**config.mk**
```make
export PLATFORM = sky130hd
export DESIGN_NAME = fibo_bcd_converter_flat
export DESIGN_NICKNAME = d
export VERILOG_FILES = /design/src/rtl/fibo_bcd_converter_if.sv /design/src/rtl/fibo_bcd_converter.sv /design/src/flat_wrapper.sv
export SDC_FILE = /design/constraint.sdc
export NUM_CORES = 1
export LEC_CHECK = 0
export BUFFER_PORTS_ARGS = -buffer_cell sky130_fd_sc_hd__buf_2
export CAP_MARGIN = 20
export CORE_MARGIN = 2
export CORE_UTILIZATION = 60
export CTS_CLUSTER_DIAMETER = 100
export DETAILED_ROUTE_END_ITERATION = 6
export PLACE_DENSITY = 0.91
export SYNTH_ARGS = -nofsm -noshare
export SYNTH_HDL_FRONTEND = slang
export SYNTH_SLANG_ARGS = --single-unit
```
**constraint.sdc**
```tcl
create_clock -name clk -period 3.7 [get_ports clk]
set_input_delay 0.185 -clock clk [delete_from_list [all_inputs] [get_ports clk]]
set_output_delay 0.185 -clock clk [all_outputs]
set_load 0.05 [all_outputs]
```
**src/rtl/fibo_bcd_converter_if.sv**
```systemverilog
// Operand/result bundle between the Fibonacci datapath and
// the BCD converter feeding the 7-segment driver.
interface fibo_bcd_if #(
  parameter int WIDTH  = 32,
  parameter int DIGITS = 8
);
  logic                  start;
  logic [WIDTH-1:0]      bin;
  logic [4*DIGITS-1:0]   bcd;
  logic                  overflow;
  logic                  busy;
  logic                  done;
  logic                  valid;

  modport master (
    output start,
    output bin,
    input  bcd,
    input  overflow,
    input  busy,
    input  done,
    input  valid
  );

  modport slave (
    input  start,
    input  bin,
    output bcd,
    output overflow,
    output busy,
    output done,
    output valid
  );
endinterface

```
**src/rtl/fibo_bcd_converter.sv**
```systemverilog
// Sequential shift-and-add-3 binary to packed BCD converter,
// one operand bit per clock, sticky overflow past DIGITS.
module fibo_bcd_converter #(
  parameter int WIDTH      = 32,
  parameter int DIGITS     = 8,
  parameter bit CONTINUOUS = 1'b0
) (
  input logic       clk,
  input logic       reset,
  fibo_bcd_if.slave bus
);

  localparam int BW = 4 * DIGITS;
  localparam int CW = $clog2(WIDTH + 1);
  localparam logic [CW-1:0] LAST = CW'(WIDTH - 1);

  typedef enum logic [1:0] {
    IDLE,
    SHIFT,
    FINISH
  } state_t;

  state_t           state;
  logic [WIDTH-1:0] opnd;
  logic [WIDTH-1:0] last;
  logic [BW-1:0]    work;
  logic [BW-1:0]    adj;
  logic             sticky;
  logic [CW-1:0]    cnt;
  logic             trig;

  logic [BW-1:0]    bcd_q;
  logic             ovf_q;
  logic             busy_q;
  logic             done_q;
  logic             valid_q;

  assign bus.bcd      = bcd_q;
  assign bus.overflow = ovf_q;
  assign bus.busy     = busy_q;
  assign bus.done     = done_q;
  assign bus.valid    = valid_q;

  assign trig = bus.start
              | (CONTINUOUS & (bus.bin != last));

  // Per-digit +3 correction, no carry between digits.
  always_comb begin
    adj = work;
    for (int i = 0; i < DIGITS; i++) begin
      if (work[4*i +: 4] >= 4'd5)
        adj[4*i +: 4] = work[4*i +: 4] + 4'd3;
    end
  end

  always_ff @(posedge clk) begin
    if (reset) begin
      state   <= IDLE;
      opnd    <= '0;
      last    <= '0;
      work    <= '0;
      sticky  <= 1'b0;
      cnt     <= '0;
      bcd_q   <= '0;
      ovf_q   <= 1'b0;
      busy_q  <= 1'b0;
      done_q  <= 1'b0;
      valid_q <= 1'b0;
    end else begin
      done_q <= 1'b0;
      unique case (state)
        IDLE: begin
          if (trig) begin
            opnd   <= bus.bin;
            last   <= bus.bin;
            work   <= '0;
            sticky <= 1'b0;
            cnt    <= '0;
            busy_q <= 1'b1;
            state  <= SHIFT;
          end
        end
        SHIFT: begin
          {work, opnd} <= {adj[BW-2:0], opnd, 1'b0};
          // Any bit leaving the top digit means >= 10^DIGITS.
          sticky <= sticky | adj[BW-1];
          cnt    <= cnt + 1'b1;
          if (cnt == LAST)
            state <= FINISH;
        end
        FINISH: begin
          bcd_q   <= work;
          ovf_q   <= sticky;
          done_q  <= 1'b1;
          valid_q <= 1'b1;
          busy_q  <= 1'b0;
          state   <= IDLE;
        end
        default: begin
          busy_q <= 1'b0;
          state  <= IDLE;
        end
      endcase
    end
  end

endmodule

```
**src/flat_wrapper.sv**
```systemverilog
// flat-port wrapper written by rule: the top's interface ports become plain ports
module fibo_bcd_converter_flat 
#(
  parameter int WIDTH      = 32,
  parameter int DIGITS     = 8,
  parameter bit CONTINUOUS = 1'b0
)
  (clk, reset, bus_start, bus_bin, bus_bcd, bus_overflow, bus_busy, bus_done, bus_valid);
  fibo_bcd_if #(.WIDTH(WIDTH), .DIGITS(DIGITS)) bus_i ();
  input logic clk;
  input logic reset;
  input wire logic [$bits(bus_i.start)-1:0] bus_start;
  input wire logic [$bits(bus_i.bin)-1:0] bus_bin;
  output wire logic [$bits(bus_i.bcd)-1:0] bus_bcd;
  output wire logic [$bits(bus_i.overflow)-1:0] bus_overflow;
  output wire logic [$bits(bus_i.busy)-1:0] bus_busy;
  output wire logic [$bits(bus_i.done)-1:0] bus_done;
  output wire logic [$bits(bus_i.valid)-1:0] bus_valid;
  assign bus_i.start = bus_start;
  assign bus_i.bin = bus_bin;
  assign bus_bcd = bus_i.bcd;
  assign bus_overflow = bus_i.overflow;
  assign bus_busy = bus_i.busy;
  assign bus_done = bus_i.done;
  assign bus_valid = bus_i.valid;
  fibo_bcd_converter #(.WIDTH(WIDTH), .DIGITS(DIGITS), .CONTINUOUS(CONTINUOUS)) u_core (.clk(clk), .reset(reset), .bus(bus_i));
endmodule
```
Word-level counts from Yosys, hierarchy flattened
Cells that the tools add are included.

storage, ports and cells
  flip-flop bits (word level) = 109
  output and inout port bits = 36
  logic and storage cells = 61

operators by class
  add/sub/neg operators = 9
  magnitude comparators = 8
  equal/unequal tests = 5
  multiplexer cells = 22
  bitwise logic cells = 2
  reduce and logical (&&, ||, !) cells = 5

operator list
  cell                                                                                 count
  32-bit case mux with 2 select lines                                                  2
  32-bit two-way mux                                                                   2
  4-bit by 2-bit adder with 4-bit output, second input constant                        8
  4-bit by 3-bit greater-or-equal comparator with 1-bit output, second input constant  8
  4-bit two-way mux                                                                    8
  6-bit case mux with 2 select lines                                                   1
  6-bit by 1-bit adder with 6-bit output, second input constant                        1
  6-bit by 5-bit == test with 1-bit output, second input constant                      1
  6-bit two-way mux                                                                    1
  2-bit AND reduction                                                                  3
  2-bit two-way mux                                                                    2
  1-bit case mux with 2 select lines                                                   2
  2-bit case mux with 2 select lines                                                   1
  1-bit two-way mux                                                                    3
  2-bit by 1-bit == test with 1-bit output, second input constant                      1
  2-bit == test, second input constant                                                 1
  2-bit zero test                                                                      1
  2-bit by 1-bit inequality test with 1-bit output, second input constant              1
  2-bit inequality test, second input constant                                         1
  2-bit nonzero test                                                                   1
  1-bit inverter                                                                       1
  1-bit bitwise OR                                                                     1

Logic depth before layout (Yosys ltp)
  depth in word-level cells = 4
  gate-level depth with buffers = 7
  depth with buffers taken out = 6

Worst setup path before layout
No wires, ideal clock.

  path kind = register to register
  start point = reg u_core.work[29]
  end point = reg u_core.work[30]
  setup time = 0.067 ns
  arrival = 1.427 ns
  data required time = 3.633 ns
  path slack = 2.206 ns
  cell stages (with the launch flop) = 7
  buffers on the path = 0
  period minus slack after synthesis = 1.494 ns
  path through = dfxtp_1 -> inv_1 -> ha_1 -> nand2b_1 -> a21oi_1 -> mux2_2 -> o21ai_2

on the way
  cells in the longest elaborated chain, start to end = 3
  elaborated cells on any way between the ends = 4

ends and longest elaborated chain
  element                                                                                                                 RTL line                                            source
  start, declared                                                                                                         fibo_bcd_converter.sv:26                            logic [BW-1:0] work;
  start signal, assigned                                                                                                  fibo_bcd_converter.sv:84                            {work, opnd} <= {adj[BW-2:0], opnd, 1'b0};
  4-bit by 2-bit adder with 4-bit output or 4-bit by 3-bit greater-or-equal comparator with 1-bit output (tied branches)  fibo_bcd_converter.sv:52, fibo_bcd_converter.sv:51
  4-bit two-way mux *                                                                                                     fibo_bcd_converter.sv:51                            if (work[4*i +: 4] >= 4'd5)
  32-bit case mux with 2 select lines *                                                                                   fibo_bcd_converter.sv:71                            unique case (state)

Every way passes the cells marked *; elsewhere a longest branch is shown, timed or not.
A chain may end at the register's enable or synchronous reset.

Worst setup path in the final report
  start point = reg u_core.state[1]
  end point = reg u_core.work[28]

on the way
  cells in the longest elaborated chain, start to end = 3
  elaborated cells on any way between the ends = 6

ends and longest elaborated chain
  element                                                                       RTL line                  source
  start, declared                                                               fibo_bcd_converter.sv:23  state_t state;
  start signal, assigned                                                        fibo_bcd_converter.sv:58  state <= IDLE;
  start signal, assigned                                                        fibo_bcd_converter.sv:80  state <= SHIFT;
  start signal, assigned                                                        fibo_bcd_converter.sv:89  state <= FINISH;
  2-bit by 1-bit == test with 1-bit output or 2-bit zero test (tied branches)   fibo_bcd_converter.sv:71
  2-bit nonzero test (no source line) or 2-bit inequality test (tied branches)  -
  2-bit AND reduction (no source line)                                          -

Several ways; a longest one is shown, not always the timed one.

==> impl_results.md <==
* Sequential fraction of the synthesis area at 44.0%
* Critical path endpoint category: register
* Clock power share at 33.9%
* CTS tree: built
* Vias at 4320
* Most common cell after layout, fill and taps aside: dfxtp_1
* Antenna viol nets, final at 0
* Pin count of the biggest net entering global routing at 61
* Post-Place Cells at 744
* H-Tree Depth at 3
* Placed Area at 5230 µm²
* Relative slew slack at 36.3%
* GR Overflow Total at 0
* Vias in the first global route at 3878
* Crit Path Category: register to register
* Status: complete, no violations
* Psw at 560 µW
* Post-CTS Resized at 0
* Non-Filler Instances at 761
* Leak at 0.00227 µW
* M1 wire length at 4.50 mm
* First-pass GRT wire length at 17.3 mm
* Cts bufs inserted at 9
* Post-Syn Area at 4960 µm²
* Place WS at 1.45 ns
* Clock tree buffer depth at 2
* Detail Placement HPWL at 6.91 mm
* Min cycle time layout at 2.34 ns
* Die height at 94.9 µm
* Logic gate share of total power at 10.0%
* CP max stage cell: dfxtp_1
* Number of diodes at 0
* Initial Utilization at 61.0%
* Rows at 33
* DRC viols at 0
* RSZ-0062 raised after global routing: no
* Count of final setup violators at 0
* Period utilization at 63.2%
* Worst Hold Class: input port to register
* GRT Util Overall at 24.1%
* Req. time, crit path at 3.91 ns
* CP max FO at 21
* Die area at 9010 µm²
* Mean Syn Cell Area at 8.17 µm²
* YS warnings at 0
* Worst-Margin Slew at 0.955 ns
* Max frequency at 428 MHz
* Area Overhead vs Synth at 10.1%
* Worst EP arrival at 2.55 ns
* Int Pwr at 1640 µW
* Synth area leaders: dfxtp_1 44%, nor2_1 8.2%, nand2_1 6.6%
* Synth unique cells at 37
* Sequential share of power at 56.1%
* Share of cells above drive strength 1 at 16.8%
* Crit-path max cell delay at 0.80 ns
* Final #Nets at 703
* CTS Sinks at 109
* CP bufs+invs at 0
* Gate Count Post-Synth at 607
* Max IR drop VDD at 0.000213 V
* Routed wl met2 at 5.37 mm
* Startpoint class of the critical path: register
* Setup ws final at 1.36 ns
* Yosys top cell by area: dfxtp_1
* Iteration-0 DRC Markers at 233
* Initial antenna violation count at 0
* Yosys reg bits at 109
* Clock Latency Late Sink at 0.37 ns
* Worst-path clk slew at 0.10 ns
* CTS root buf: clkbuf_8
* Pins Over Slew Limit at 0
* Core region area at 8130 µm²
* DR WL/cell at 14.0 µm
* P per Cell Area at 402 nW/µm²
* CP top delay family: simple AND/OR/NAND/NOR gates
* Final Hold Viols at 0
* Max Used Layer: met4
* IO Count at 71
* Clock Skew at 0.00749 ns
* Port Buf Inserts at 70
* GP Congestion at 0.815
* Cts hold-fix bufs at 0
* Met3 wire length at 603 µm
* Max Cap Viol at 0
* Pre-antenna DRT Iters at 5
* CP cell instances: nand2b_4 -> or2_1 -> o31ai_1
* Top-area cell type share of the netlist area at 44.0%
* Die Width at 94.9 µm
* Design area at 5460 µm²
* # Post-CTS Setup Buffers at 0
* Syn nets at 659
* Sw Ratio at 25.5%
* Total wire length at 10.7 mm
* Via-to-Cell Ratio at 5.68
* Setup TNS at 0 ns
* Commonest cells after routing, fill and taps aside: 109 x dfxtp_1, 108 x nor2_1, 87 x nand2_1, 70 x buf_2, 53 x a21oi_1
[worst reg2reg max path, delay by kind of cell (launching register included)]
family	cells	cell delay [ns]
flip-flops	1	0.80
AO/OA/AOI/OAI	1	0.24
AND/OR/NAND/NOR	2	1.14
[per-stage QoR]
stage	total power, µW	hold slack (ns)	util, %
global placement	1470	0.436	64.2
finish	2200	0.0613	67.2
CTS	2220	0.0528	66.8
detailed placement	1480	0.443	64.3
global route	2290	0.0788	67.2
floorplan	1440	0.333	-
[area by class of cell]
cell class | instances | area, µm²
Clock buffer | 10 | 138
Clock inverter | 6 | 70.1
Fill cell | 686 | 2670
Inverter | 18 | 67.6
Multi-Input combinational cell | 438 | 2470
Sequential cell | 109 | 2180
Tap cell | 105 | 131
Timing Repair Buffer | 75 | 408
[state kept, by name, summed over array words and instances, names as in the netlist]
register / flops
u_core.bus.bcd: 32
u_core.opnd: 32
u_core.work: 32
u_core.cnt: 6
u_core.state: 2
u_core.bus.busy: 1
u_core.bus.done: 1
u_core.bus.overflow: 1
u_core.bus.valid: 1
u_core.sticky: 1
[logic make-up after synthesis]
group | share of synthesized area [%]
compound gates | 18.2
xor+xnor | 2.83
fa+ha+maj | 4.29
buf+inv | 6.28
flops | 44.0
mux | 1.87
simple gates | 22.6
[cell usage after synthesis (all sizes together)]
cell	n
a2bb2oi	30
nand3	10
o21ai	28
nor3	40
ha	17
a211oi	1
a22oi	3
o32ai	1
a311oi	2
xor2	8
mux2	2
or2	1
nand3b	1
o22ai	1
buf	35
dfxtp	109
a21oi	53
or3b	1
nand2	87
clkbuf	7
nor2	111
nand2b	11
xnor2	8
mux2i	7
inv	18
o31ai	7
o21ba	1
a22o	7
[layer usage]
| layer | global-route usage (%) | up-vias |
|---|---|---|
| met5 | 0 | - |
| met2 | 41.5 | 154 |
| met1 | 29.9 | 2015 |
| met3 | 4.23 | 25 |
| li1 | - | 2126 |
| met4 | 9.66 | 0 |
[power groups by stage]
stage                     clock, µW  sequential [µW]  combinational [µW]
final                           745             1230                 220
after global routing            808             1240                 245
after CTS                       764             1230                 221
after detailed placement          0             1260                 220
after global placement            0             1260                 211
after floorplan                   0             1260                 181
[worst paths after layout]
check	startpoint	endpoint	slack [ns]	cells after the start
min	bus_bin[0]	u_core.opnd[0]$_SDFFE_PP0P_	0.06	3
max	u_core.state[1]$_SDFFE_PP0P_	u_core.work[28]$_SDFFE_PP0P_	1.36	3
max reg2reg	u_core.state[1]$_SDFFE_PP0P_	u_core.work[28]$_SDFFE_PP0P_	1.36	3
min reg2reg	u_core.bus.bcd[0]$_SDFFE_PP0P_	u_core.bus.bcd[0]$_SDFFE_PP0P_	0.45	2
Power figures use the tool's default switching activity.
